`src/rtl/vx_tcu_issue_sequencer.sv`:
```
// Batch issue sequencer for the TCU dispatch/commit protocol: tags and issues operands
// under an in-flight cap, checks in-order result tags and forwards result payloads.
module vx_tcu_issue_sequencer #(
    parameter int unsigned REQ_WIDTH   = 64,
    parameter int unsigned RSP_WIDTH   = 64,
    parameter int unsigned TAG_WIDTH   = 4,
    parameter int unsigned MAX_PENDING = 4,
    parameter int unsigned CNT_WIDTH   = 16
) (
    input  logic                           clk,
    input  logic                           reset_n,

    input  logic                           start,
    input  logic [CNT_WIDTH-1:0]           batch_len,
    output logic                           busy,
    output logic                           done,
    output logic                           err,

    input  logic                           req_valid,
    input  logic [REQ_WIDTH-1:0]           req_data,
    output logic                           req_ready,

    output logic                           execute_valid,
    output logic [TAG_WIDTH+REQ_WIDTH-1:0] execute_data,
    input  logic                           execute_ready,

    input  logic                           result_valid,
    input  logic [TAG_WIDTH+RSP_WIDTH-1:0] result_data,
    output logic                           result_ready,

    output logic                           rsp_valid,
    output logic [RSP_WIDTH-1:0]           rsp_data,
    input  logic                           rsp_ready
);

    localparam int unsigned PEND_WIDTH = $clog2(MAX_PENDING + 1);

    typedef enum logic [1:0] {
        S_IDLE,
        S_ISSUE,
        S_DRAIN,
        S_DONE
    } state_e;

    typedef struct packed {
        logic [TAG_WIDTH-1:0] tag;
        logic [RSP_WIDTH-1:0] payload;
    } result_t;

    state_e                 state_q, state_d;
    logic [CNT_WIDTH-1:0]   issue_left_q, issue_left_d;
    logic [CNT_WIDTH-1:0]   retire_left_q, retire_left_d;
    logic [TAG_WIDTH-1:0]   issue_tag_q, issue_tag_d;
    logic [TAG_WIDTH-1:0]   exp_tag_q, exp_tag_d;
    logic [PEND_WIDTH-1:0]  pending_q, pending_d;
    logic                   err_q, err_d;

    logic    can_issue;
    logic    can_retire;
    logic    issue_fire;
    logic    retire_fire;
    result_t result;

    assign result = result_data;

    // Handshake gating: both paths are zero-latency pass-throughs qualified by state.
    always_comb begin
        can_issue  = (state_q == S_ISSUE)
                     && (pending_q < PEND_WIDTH'(MAX_PENDING))
                     && (issue_left_q != '0);
        can_retire = ((state_q == S_ISSUE) || (state_q == S_DRAIN))
                     && (pending_q != '0);
    end

    assign execute_valid = req_valid && can_issue;
    assign req_ready     = execute_ready && can_issue;
    assign execute_data  = {issue_tag_q, req_data};
    assign issue_fire    = execute_valid && execute_ready;

    assign rsp_valid     = result_valid && can_retire;
    assign result_ready  = rsp_ready && can_retire;
    assign rsp_data      = result.payload;
    assign retire_fire   = result_valid && result_ready;

    assign busy = (state_q != S_IDLE);
    assign done = (state_q == S_DONE);
    assign err  = err_q;

    // Next-state and counter update.
    always_comb begin
        state_d       = state_q;
        issue_left_d  = issue_left_q;
        retire_left_d = retire_left_q;
        issue_tag_d   = issue_tag_q;
        exp_tag_d     = exp_tag_q;
        pending_d     = pending_q;
        err_d         = err_q;

        unique case (state_q)
            S_IDLE: begin
                if (start) begin
                    err_d = 1'b0;
                    if (batch_len != '0) begin
                        issue_left_d  = batch_len;
                        retire_left_d = batch_len;
                        issue_tag_d   = '0;
                        exp_tag_d     = '0;
                        pending_d     = '0;
                        state_d       = S_ISSUE;
                    end else begin
                        state_d = S_DONE;
                    end
                end
            end

            S_ISSUE, S_DRAIN: begin
                if (issue_fire) begin
                    issue_left_d = issue_left_q - CNT_WIDTH'(1);
                    issue_tag_d  = issue_tag_q + TAG_WIDTH'(1);
                end
                if (retire_fire) begin
                    retire_left_d = retire_left_q - CNT_WIDTH'(1);
                    exp_tag_d     = exp_tag_q + TAG_WIDTH'(1);
                    if (result.tag != exp_tag_q) begin
                        err_d = 1'b1;
                    end
                end
                // Simultaneous issue and retire leave the in-flight count unchanged.
                unique case ({issue_fire, retire_fire})
                    2'b10:   pending_d = pending_q + PEND_WIDTH'(1);
                    2'b01:   pending_d = pending_q - PEND_WIDTH'(1);
                    default: pending_d = pending_q;
                endcase
                if ((state_q == S_ISSUE) && issue_fire
                    && (issue_left_q == CNT_WIDTH'(1))) begin
                    state_d = S_DRAIN;
                end
                if ((state_q == S_DRAIN) && retire_fire
                    && (retire_left_q == CNT_WIDTH'(1))) begin
                    state_d = S_DONE;
                end
            end

            S_DONE: begin
                state_d = S_IDLE;
            end

            default: begin
                state_d = S_IDLE;
            end
        endcase
    end

    always_ff @(posedge clk or negedge reset_n) begin
        if (!reset_n) begin
            state_q       <= S_IDLE;
            issue_left_q  <= '0;
            retire_left_q <= '0;
            issue_tag_q   <= '0;
            exp_tag_q     <= '0;
            pending_q     <= '0;
            err_q         <= 1'b0;
        end else begin
            state_q       <= state_d;
            issue_left_q  <= issue_left_d;
            retire_left_q <= retire_left_d;
            issue_tag_q   <= issue_tag_d;
            exp_tag_q     <= exp_tag_d;
            pending_q     <= pending_d;
            err_q         <= err_d;
        end
    end

endmodule

```
`config.mk`:
```
export PLATFORM = sky130hd
export DESIGN_NAME = vx_tcu_issue_sequencer
export DESIGN_NICKNAME = d
export VERILOG_FILES = /design/src/rtl/vx_tcu_issue_sequencer.sv
export SDC_FILE = /design/constraint.sdc
export NUM_CORES = 1
export LEC_CHECK = 0
export CAP_MARGIN = 20
export CORE_MARGIN = 2
export CORE_UTILIZATION = 34
export CTS_CLUSTER_DIAMETER = 50
export DETAILED_ROUTE_END_ITERATION = 16
export HOLD_SLACK_MARGIN = 0.02
export PLACE_DENSITY = 0.78
export SYNTH_ARGS = -nofsm -noshare
export SYNTH_HDL_FRONTEND = slang
export SYNTH_SLANG_ARGS = --single-unit
```
`constraint.sdc`:
```
create_clock -name clk -period 6.05 [get_ports clk]
set_input_delay 1.21 -clock clk [delete_from_list [all_inputs] [get_ports clk]]
set_output_delay 1.21 -clock clk [all_outputs]
set_load 0.03 [all_outputs]
```
==> results_dict.tcl, run 1 <==
set metrics [dict create \
    grt_pass1_vias 3425 \
    final_nets 578 \
    grt_pass1_wl_um 17500 \
    finalMaxSlewViolations 0 \
    r2r_end "pending_q[2]" \
    synth_cell_type_count 67 \
    rsz0062_at_grt "no" \
    drive_gt1_share_pct 6.31 \
    cts_root_buffer "clkbuf_16" \
    initial_core_util_pct 35.0 \
    drv_cap 0 \
    avgViaCountPerCell 5.91 \
    crit_path_start_kind "flop" \
    reg2reg_setup_slack_ns 3.06 \
    worstPathRequired_ns 4.84 \
    area.sequential_mm2 0.00115 \
    final_util_pct 32.7 \
    track_usage_pct 16.3 \
    cts_hold_buf 0 \
    dieArea_mm2 0.0134 \
    core_mm2 0.0121 \
    peakVddDrop_mv 0.211 \
    setup_violations 0 \
    io_pins 294 \
    multiInputGateArea_mm2 0.00199 \
    fillerInstances 1267 \
    num_antenna_cells 0 \
    rows 40 \
    fin_skew_ns 0.00566 \
    yosys_warnings 0 \
    grt_max_degree 70 \
    die_h_um 116 \
    hold_viol_final 0 \
    die_w_um 116 \
    hold_end "retire_left_q[1]" \
    min_period_ns 4.18 \
    max_freq_ghz 0.239 \
    hpwlAfterDp_um 7940 \
    cts_tree "yes" \
    io_buffer_count 37 \
    worstHoldStart "retire_left_q[1]" \
    vias 3429 \
    cts.clk_slew.worst_paths_ns 0.07 \
    ys_seq_area_share_pct 27.1 \
    gp_congestion 0.907 \
    status "finished, final reports clean" \
    power_density_mw_per_mm2 562 \
    hold_class "reg2reg" \
    grt-ovfl-total 0 \
    area_growth_pct -6.69 \
    synth_enable_flop_cells 0 \
    clkSinkCount 46 \
    syn_avg_cell_area_um2 8.22 \
    ys.flop_type "dfrtp_1" \
    postRouteAntennaNets 0 \
    crit_type "reg2out" \
    clk_path_buf_depth 2 \
    power_leakage_nw 1.55 \
    end_kind "output port" \
    synth.ff_latch_count 46 \
    max_slew.worst_pin.slew_ns 0.882 \
    drc 0 \
    htree_levels 2 \
    avgRoutedWirePerCell_um 18.9 \
    cts_buffers 5 \
    r2r_cells 9 \
    cts_resized 0 \
    cp.arrival_ns 2.97 \
    drtIter0Drc 260 \
    synth_cells 516 \
    antenna_found_initial 0 \
    firstDrtPassIters 5 \
    worstSkewPairLatency_ns 0.29 \
    synth_nets 683 \
    async_flop_share_pct 100 \
    maxSlewHeadroom_pct 41.2 \
    drt_wl_total_um 11000 \
    r2r_start "issue_left_q[0]" \
    setup_tns_ns 0 \
    synth_area_mm2 0.00424 \
    cts_setup_buffers 0 \
    path_max_fanout 6 \
    fin_crit_sh_pct 69.0 \
    worstHoldPathCells 2 \
]
[power by group]
part / total (W) / internal [W] / switching [W]
Combinational: 0.00132 / 0.000508 / 0.000812
Sequential: 0.000621 / 0.000445 / 0.000176
Clock: 0.000285 / 0.000164 / 0.000121
[flip-flops by register name, summed over array words and instances (netlist names)]
| signal | flops |
|---|---|
| err | 1 |
| exp_tag_q | 4 |
| issue_left_q | 16 |
| issue_tag_q | 4 |
| pending_q | 3 |
| retire_left_q | 16 |
| state_q | 2 |
[metal layers]
| layer | track usage [%] | share of wire, % |
|---|---|---|
| met1 | 18.6 | 39 |
| met2 | 26.5 | 47 |
| met3 | 4.34 | 8.2 |
| met4 | 11.7 | 5.9 |
| met5 | 0 | 0 |
[cell usage in the layout (no fill, tap or decap), drive strengths merged, types with 4 or more instances in the layout]
| cell type | netlist | routed |
|---|---|---|
| a211oi | 6 | 6 |
| a21o | 5 | 5 |
| a21oi | 21 | 21 |
| a2bb2oi | 7 | 7 |
| a31oi | 6 | 6 |
| and3 | 6 | 6 |
| buf | 135 | 6 |
| clkbuf | 19 | 7 |
| clkdlybuf4s50 | 0 | 36 |
| dfrtp | 46 | 46 |
| ha | 11 | 11 |
| inv | 11 | 11 |
| nand2 | 34 | 34 |
| nand2b | 6 | 6 |
| nand3 | 18 | 18 |
| nand4 | 8 | 8 |
| nor2 | 28 | 28 |
| nor3 | 16 | 16 |
| nor3b | 5 | 5 |
| nor4 | 17 | 17 |
| o211a | 4 | 4 |
| o21ai | 21 | 21 |
| o22ai | 7 | 7 |
| or3 | 6 | 6 |
| or4 | 10 | 10 |
| xnor2 | 4 | 4 |
[cells by family (layout without fill, tap and decap cells)]
logic type      count (synthesis)  in the layout  share of synthesized area, %
fa+ha+maj                      12             12                          3.72
compound gates                110            110                          18.5
simple gates                  174            174                          22.7
mux                             4              4                          1.00
flops                          46             46                          27.1
xor+xnor                        4              4                         0.826
buf+inv                       166             62                          26.2
[stage by stage]
stage / hold WS (ns) / worst slack (ns) / std cells / power [W] / area (µm²)
floorplan: 0.471 / 2.68 / 516 / 0.00173 / 4240
global placement: 0.498 / 2.22 / 571 / 0.00187 / 3790
detailed placement: 0.511 / 2.17 / 571 / 0.00193 / 3790
CTS: 0.524 / 1.84 / 579 / 0.00221 / 3940
global route: 0.567 / 1.70 / 580 / 0.00240 / 3960
finish: 0.520 / 1.87 / 580 / 0.00223 / 3960
[worst max-delay path, stage by stage, from the launching register on]
cell and delay (ns):
dfrtp_1 0.44, inv_1 0.08, ha_1 0.21, or3b_2 0.51
or3_1 0.38, o31ai_1 0.34, nor3b_1 0.11, clkdlybuf4s50_1 0.61
[area by class of cell]
cell class	instances	share of cell area (%)
Sequential cell	46	29.1
Tap cell	168	5.31
Timing Repair Buffer	42	10.5
Inverter	12	1.14
Clock buffer	7	3.60
Clock inverter	1	0.126
Multi-Input combinational cell	304	50.3
[synthesized netlist by cell type, drive strengths merged, types with 4 or more instances]
master   instances  share of area (%)
buf            135                 23
dfrtp           46                 27
nand2           34                3.0
nor2            28                2.5
a21oi           21                2.6
o21ai           21                2.5
clkbuf          19                1.7
nand3           18                2.1
nor4            17                2.7
nor3            16                2.0
ha              11                3.2
inv             11               0.97
or4             10                1.9
nand4            8                1.3
a2bb2oi          7                1.6
o22ai            7                1.0
a211oi           6                1.1
a31oi            6               0.88
and3             6               0.88
nand2b           6               0.88
or3              6               0.88
a21o             5               0.88
nor3b            5               0.88
o211a            4               0.94
xnor2            4               0.83
[worst max path at each step]
stage                         start         endpoint
detailed placement     batch_len[2]  issue_left_q[0]
floorplan                state_q[0]        rsp_valid
global placement       batch_len[3]  issue_left_q[0]
CTS                 issue_left_q[1]    execute_valid
finish              issue_left_q[0]    execute_valid
global route        issue_left_q[0]        req_ready
(Power assumes the default switching activity.)
==> run 2, diff against run 1 <==
==> constraint.sdc (replaced) <==
create_clock -name clk -period 3.86 [get_ports clk]
set_input_delay 0.772 -clock clk [delete_from_list [all_inputs] [get_ports clk]]
set_output_delay 0.772 -clock clk [all_outputs]
set_load 0.03 [all_outputs]
==> results_dict.tcl, run 2 (synthesis results as in run 1) <==
set metrics [dict create \
    clkSinkCount 46 \
    placed_cell_area_mm2 0.00381 \
    hold_class "in2async" \
    io_pins 294 \
    dieArea_mm2 0.0134 \
    area_growth_pct -5.87 \
    die_w_um 116 \
    min_period_ns 3.63 \
    drc 0 \
    area.sequential_mm2 0.00115 \
    clk_path_buf_depth 2 \
    reg2reg_setup_slack_ns 1.00 \
    postRouteAntennaNets 0 \
    setup_tns_ns 0 \
    max_slew.worst_pin.slew_ns 0.968 \
    rsz0062_at_grt "no" \
    design_area_mm2 0.00399 \
    r2r_cells 9 \
    switchingPower_w 0.00172 \
    core_mm2 0.0121 \
    drv_cap 0 \
    reg_top3 "issue_left_q: 16 flops, retire_left_q: 16 flops" \
    fin_worst_hold_slack_ns 0.321 \
    gp_congestion 0.829 \
    track_usage_pct 15.9 \
    final_nets 580 \
    finalNonFillerCells 582 \
    power_leakage_nw 1.56 \
    cts.clk_slew.worst_paths_ns 0.06 \
    path_max_fanout 5 \
    avgViaCountPerCell 5.82 \
    drive_gt1_share_pct 6.76 \
    comb_power_share_pct 58.8 \
    grt_pass1_wl_um 16900 \
    initial_core_util_pct 35.0 \
    setup_violations 0 \
    num_antenna_cells 0 \
    place_ws_ns 0.470 \
    end_kind "output port" \
    firstDrtPassIters 5 \
    rows 40 \
    cts_buffers 5 \
    r2r_start "issue_left_q[1]" \
    vias 3389 \
    peakVddDrop_mv 0.348 \
    worstPathRequired_ns 3.09 \
    final_common_cell "dfrtp_1" \
    finalMaxSlewViolations 0 \
    final_cell_mix "dfrtp_1 (46), clkdlybuf4s50_1 (36), nand2_1 (34), nor2_1 (28), a21oi_1 (20)" \
    grt-ovfl-total 0 \
    power_frac_seq_pct 27.3 \
    multiInputGateArea_mm2 0.00199 \
    placed_cells 573 \
    hold_viol_final 0 \
    io_buffer_count 37 \
    crit_type "reg2out" \
    pwr-share-clk_pct 13.8 \
    cp.arrival_ns 2.86 \
    cts_hold_buf 0 \
    avgRoutedWirePerCell_um 18.5 \
    fin_skew_ns 0.00292 \
    p_sw_share_pct 48.5 \
    fin_crit_sh_pct 94.1 \
    status "finished, final reports clean" \
    r2r_end "pending_q[2]" \
    htree_levels 2 \
    drt_wl_total_um 10800 \
    maxSlewHeadroom_pct 35.1 \
    cts_root_buffer "clkbuf_16" \
    antenna_found_initial 0 \
    grt_pass1_vias 3244 \
    cts_tree "yes" \
    die_h_um 116 \
    worstSkewPairLatency_ns 0.29 \
    grt_max_degree 52 \
    drtIter0Drc 241 \
    max_freq_ghz 0.275 \
    hpwlAfterDp_um 8050 \
    fillerInstances 1282 \
    crit_path_start_kind "flop" \
    power_density_mw_per_mm2 886 \
    internal_power_w 0.00182 \
    fin_ws_ns 0.229 \
]
[run 2: cell types whose count changed in the layout (fill, tap and decap cells not counted), sizes merged]
cell | before | now
bufinv | 0 | 1
clkinv | 2 | 1
buf | 6 | 8
[run 2: critical path: stages (launching register included)]
cell             delay, ns
dfrtp_1               0.39
inv_1                 0.12
ha_1                  0.23
or3b_2                0.50
or3_1                 0.39
o31ai_2               0.25
nor3b_1               0.09
clkdlybuf4s50_1       0.60
[run 2: what timing repair did]
action                     in CTS  in global routing
hold endpoints to repair        0                  0
resized for setup               0                  1
setup endpoints to repair       0                  2
setup buffers                   0                  0
[run 2: layer usage]
| metal | vias up | GRT usage, % | wire, µm |
|---|---|---|---|
| met5 | - | 0 | 0 |
| met4 | 0 | 9.44 | 570 |
| met3 | 86 | 3.77 | 922 |
| met2 | 182 | 26.7 | 5180 |
| met1 | 1587 | 18.5 | 4110 |
| li1 | 1534 | - | - |
[run 2: worst max path at each step]
stage	from	endpoint	slack [ns]	cells past startpoint
floorplan	state_q[0]	rsp_valid	0.93	7
global placement	issue_left_q[0]	execute_valid	0.53	7
detailed placement	issue_left_q[1]	req_ready	0.47	7
CTS	issue_left_q[1]	req_ready	0.13	7
global route	issue_left_q[0]	req_ready	0.1	7
finish	issue_left_q[1]	req_ready	0.23	7
[run 2: through the flow]
step	total power, W	util (%)
5_1_grt	0.00382	33.0
3_3_place_gp	0.00292	31.4
2_1_floorplan	0.00271	-
4_1_cts	0.00351	32.8
3_5_place_dp	0.00301	31.4
6_report	0.00354	33.0
[run 2: power by group through the flow]
stage	Sequential [W]	Combinational [W]	Clock [W]
detailed placement	0.000963	0.00205	0
global route	0.00100	0.00230	0.000512
floorplan	0.000905	0.00181	0
global placement	0.000942	0.00198	0
finish	0.000967	0.00208	0.000489
CTS	0.000957	0.00206	0.000493
[run 2: area by class of cell]
type,instances,share of cell area [%]
Inverter,12,1.13
Clock buffer,7,3.32
Sequential cell,46,28.8
Multi-Input combinational cell,304,49.9
Clock inverter,1,0.752
Tap cell,168,5.26
Timing Repair Buffer,44,10.8
==> run 3, diff against run 2 <==
==> constraint.sdc (replaced) <==
create_clock -name clk -period 3.5 [get_ports clk]
set_input_delay 0.7 -clock clk [delete_from_list [all_inputs] [get_ports clk]]
set_output_delay 0.7 -clock clk [all_outputs]
set_load 0.03 [all_outputs]
==> results_dict.tcl, run 3 (synthesis results as in run 1) <==
set metrics [dict create \
    fin_worst_hold_slack_ns 0.327 \
    fin_crit_sh_pct 94.7 \
    r2r_end "issue_left_q[0]" \
    fillerInstances 1252 \
    crit_path_start "issue_left_q[1]" \
    setup_violations 0 \
    crit_path_start_kind "flop" \
    clkSinkCount 46 \
    cp.arrival_ns 2.61 \
    cts_root_buffer "clkbuf_16" \
    grt_pass1_vias 3331 \
    rows 40 \
    max_slew.worst_pin.slew_ns 0.751 \
    hold_class "in2async" \
    cts_hold_buf 0 \
    final_common_cell "dfrtp_1" \
    clk_path_buf_depth 2 \
    io_pins 294 \
    die_w_um 116 \
    io_buffer_count 37 \
    slowest_delay_ns 0.50 \
    maxSlewHeadroom_pct 49.7 \
    drv_cap 0 \
    grt-ovfl-total 0 \
    fin_ws_ns 0.186 \
    r2r_start "issue_left_q[1]" \
    power_density_mw_per_mm2 967 \
    avgRoutedWirePerCell_um 18.3 \
    postRouteAntennaNets 0 \
    vias 3418 \
    drtIter0Drc 303 \
    path_max_fanout 5 \
    drt_wl_total_um 10800 \
    hpwlAfterDp_um 7960 \
    die_h_um 116 \
    worstSkewPairLatency_ns 0.29 \
    place_ws_ns 0.182 \
    final_nets 586 \
    antenna_found_initial 0 \
    cp_cell_sequence "inv_1 > ha_1 > or3b_2 > or3_1 > o31ai_2 > nor3b_1 > dlygate4sd2_1" \
    endpoint "execute_valid" \
    power_leakage_nw 1.59 \
    area_growth_pct -5.22 \
    firstDrtPassIters 5 \
    hold_viol_final 0 \
    crit_type "reg2out" \
    peakVddDrop_mv 0.335 \
    reg_top3 "issue_left_q: 16 flops, retire_left_q: 16 flops" \
    status "finished, final reports clean" \
    core_mm2 0.0121 \
    gp_congestion 0.851 \
    r2r_cells 8 \
    finalMaxSlewViolations 0 \
    cts_setup_buffers 0 \
    reg2reg_setup_slack_ns 0.84 \
    setup_tns_ns 0 \
    end_kind "output port" \
    final_cell_mix "dfrtp_1 (46), nand2_1 (34), clkdlybuf4s50_1 (34), nor2_1 (28), a21oi_1 (20)" \
    min_period_ns 3.31 \
    cts.clk_slew.worst_paths_ns 0.06 \
    max_freq_ghz 0.302 \
    track_usage_pct 16.3 \
    grt_max_degree 47 \
    cts_buffers 5 \
    htree_levels 2 \
    slowest_stage "or3b_2" \
    avgViaCountPerCell 5.81 \
    grt_pass1_wl_um 17300 \
    dieArea_mm2 0.0134 \
    initial_core_util_pct 35.0 \
    drc 0 \
    drive_gt1_share_pct 8.33 \
    cts_tree "yes" \
    num_antenna_cells 0 \
    rsz0062_at_grt "no" \
    worstPathRequired_ns 2.80 \
    fin_skew_ns 0.00501 \
]
## run 3: cell count changes in the layout (fill, tap and decap cells not counted), sizes merged
cell	previous run	this run
buf	8	14
clkdlybuf4s50	36	34
dlygate4sd2	0	2
bufinv	1	0
clkinv	1	2
## run 3: metal layers
layer | up-vias | track usage (%) | routed length [µm]
met2 | 184 | 27.3 | 5070
met5 | - | 0 | 0
met3 | 83 | 3.61 | 1020
li1 | 1551 | - | -
met1 | 1600 | 19.3 | 4140
met4 | 0 | 9.13 | 539
## run 3: what timing repair did
item,4_1_cts,5_1_grt
resized for setup,2,1
pin swaps,0,0
endpoints found under the setup margin,2,2
## run 3: how the worst min path moves through the flow
stage / from / to
2_1_floorplan: reset_n / err
3_3_place_gp: retire_left_q[1] / retire_left_q[1]
3_5_place_dp: issue_tag_q[3] / issue_tag_q[3]
4_1_cts: issue_tag_q[3] / issue_tag_q[3]
5_1_grt: reset_n / issue_left_q[15]
6_report: reset_n / issue_left_q[15]
## run 3: power by group
group	total (W)	internal [W]	switching, W	leakage, nW
sequential	0.00107	0.000769	0.000298	0.560
combinational	0.00234	0.000931	0.00141	0.959
clock	0.000482	0.000283	0.000198	0.0739
total	0.00389	0.00198	0.00190	1.59
## run 3: critical path: cells and delay by family (launching register included)
| kind | cells | cell delay [ns] |
|---|---|---|
| flip-flops | 1 | 0.38 |
| AO/OA/AOI/OAI | 1 | 0.26 |
| AND/OR/NAND/NOR | 3 | 0.97 |
| adder cells (fa/ha/maj) | 1 | 0.24 |
| buffers and inverters | 2 | 0.47 |
## run 3: layout make-up
class / instances / area, µm² / share of cell area (%)
Multi-Input combinational cell: 304 / 1990 / 49.6
Sequential cell: 46 / 1150 / 28.6
Timing Repair Buffer: 50 / 473 / 11.8
Tap cell: 168 / 210 / 5.23
Clock buffer: 7 / 143 / 3.55
Inverter: 12 / 45.0 / 1.12
Clock inverter: 1 / 5.00 / 0.124
## run 3: through the flow
stage	area, µm²	cells	total power, W	util [%]
2_1_floorplan	4240	516	0.00299	-
3_3_place_gp	3850	579	0.00328	31.8
3_5_place_dp	3850	579	0.00336	31.8
4_1_cts	4000	587	0.00386	33.0
5_1_grt	4020	588	0.00419	33.2
6_report	4020	588	0.00389	33.2
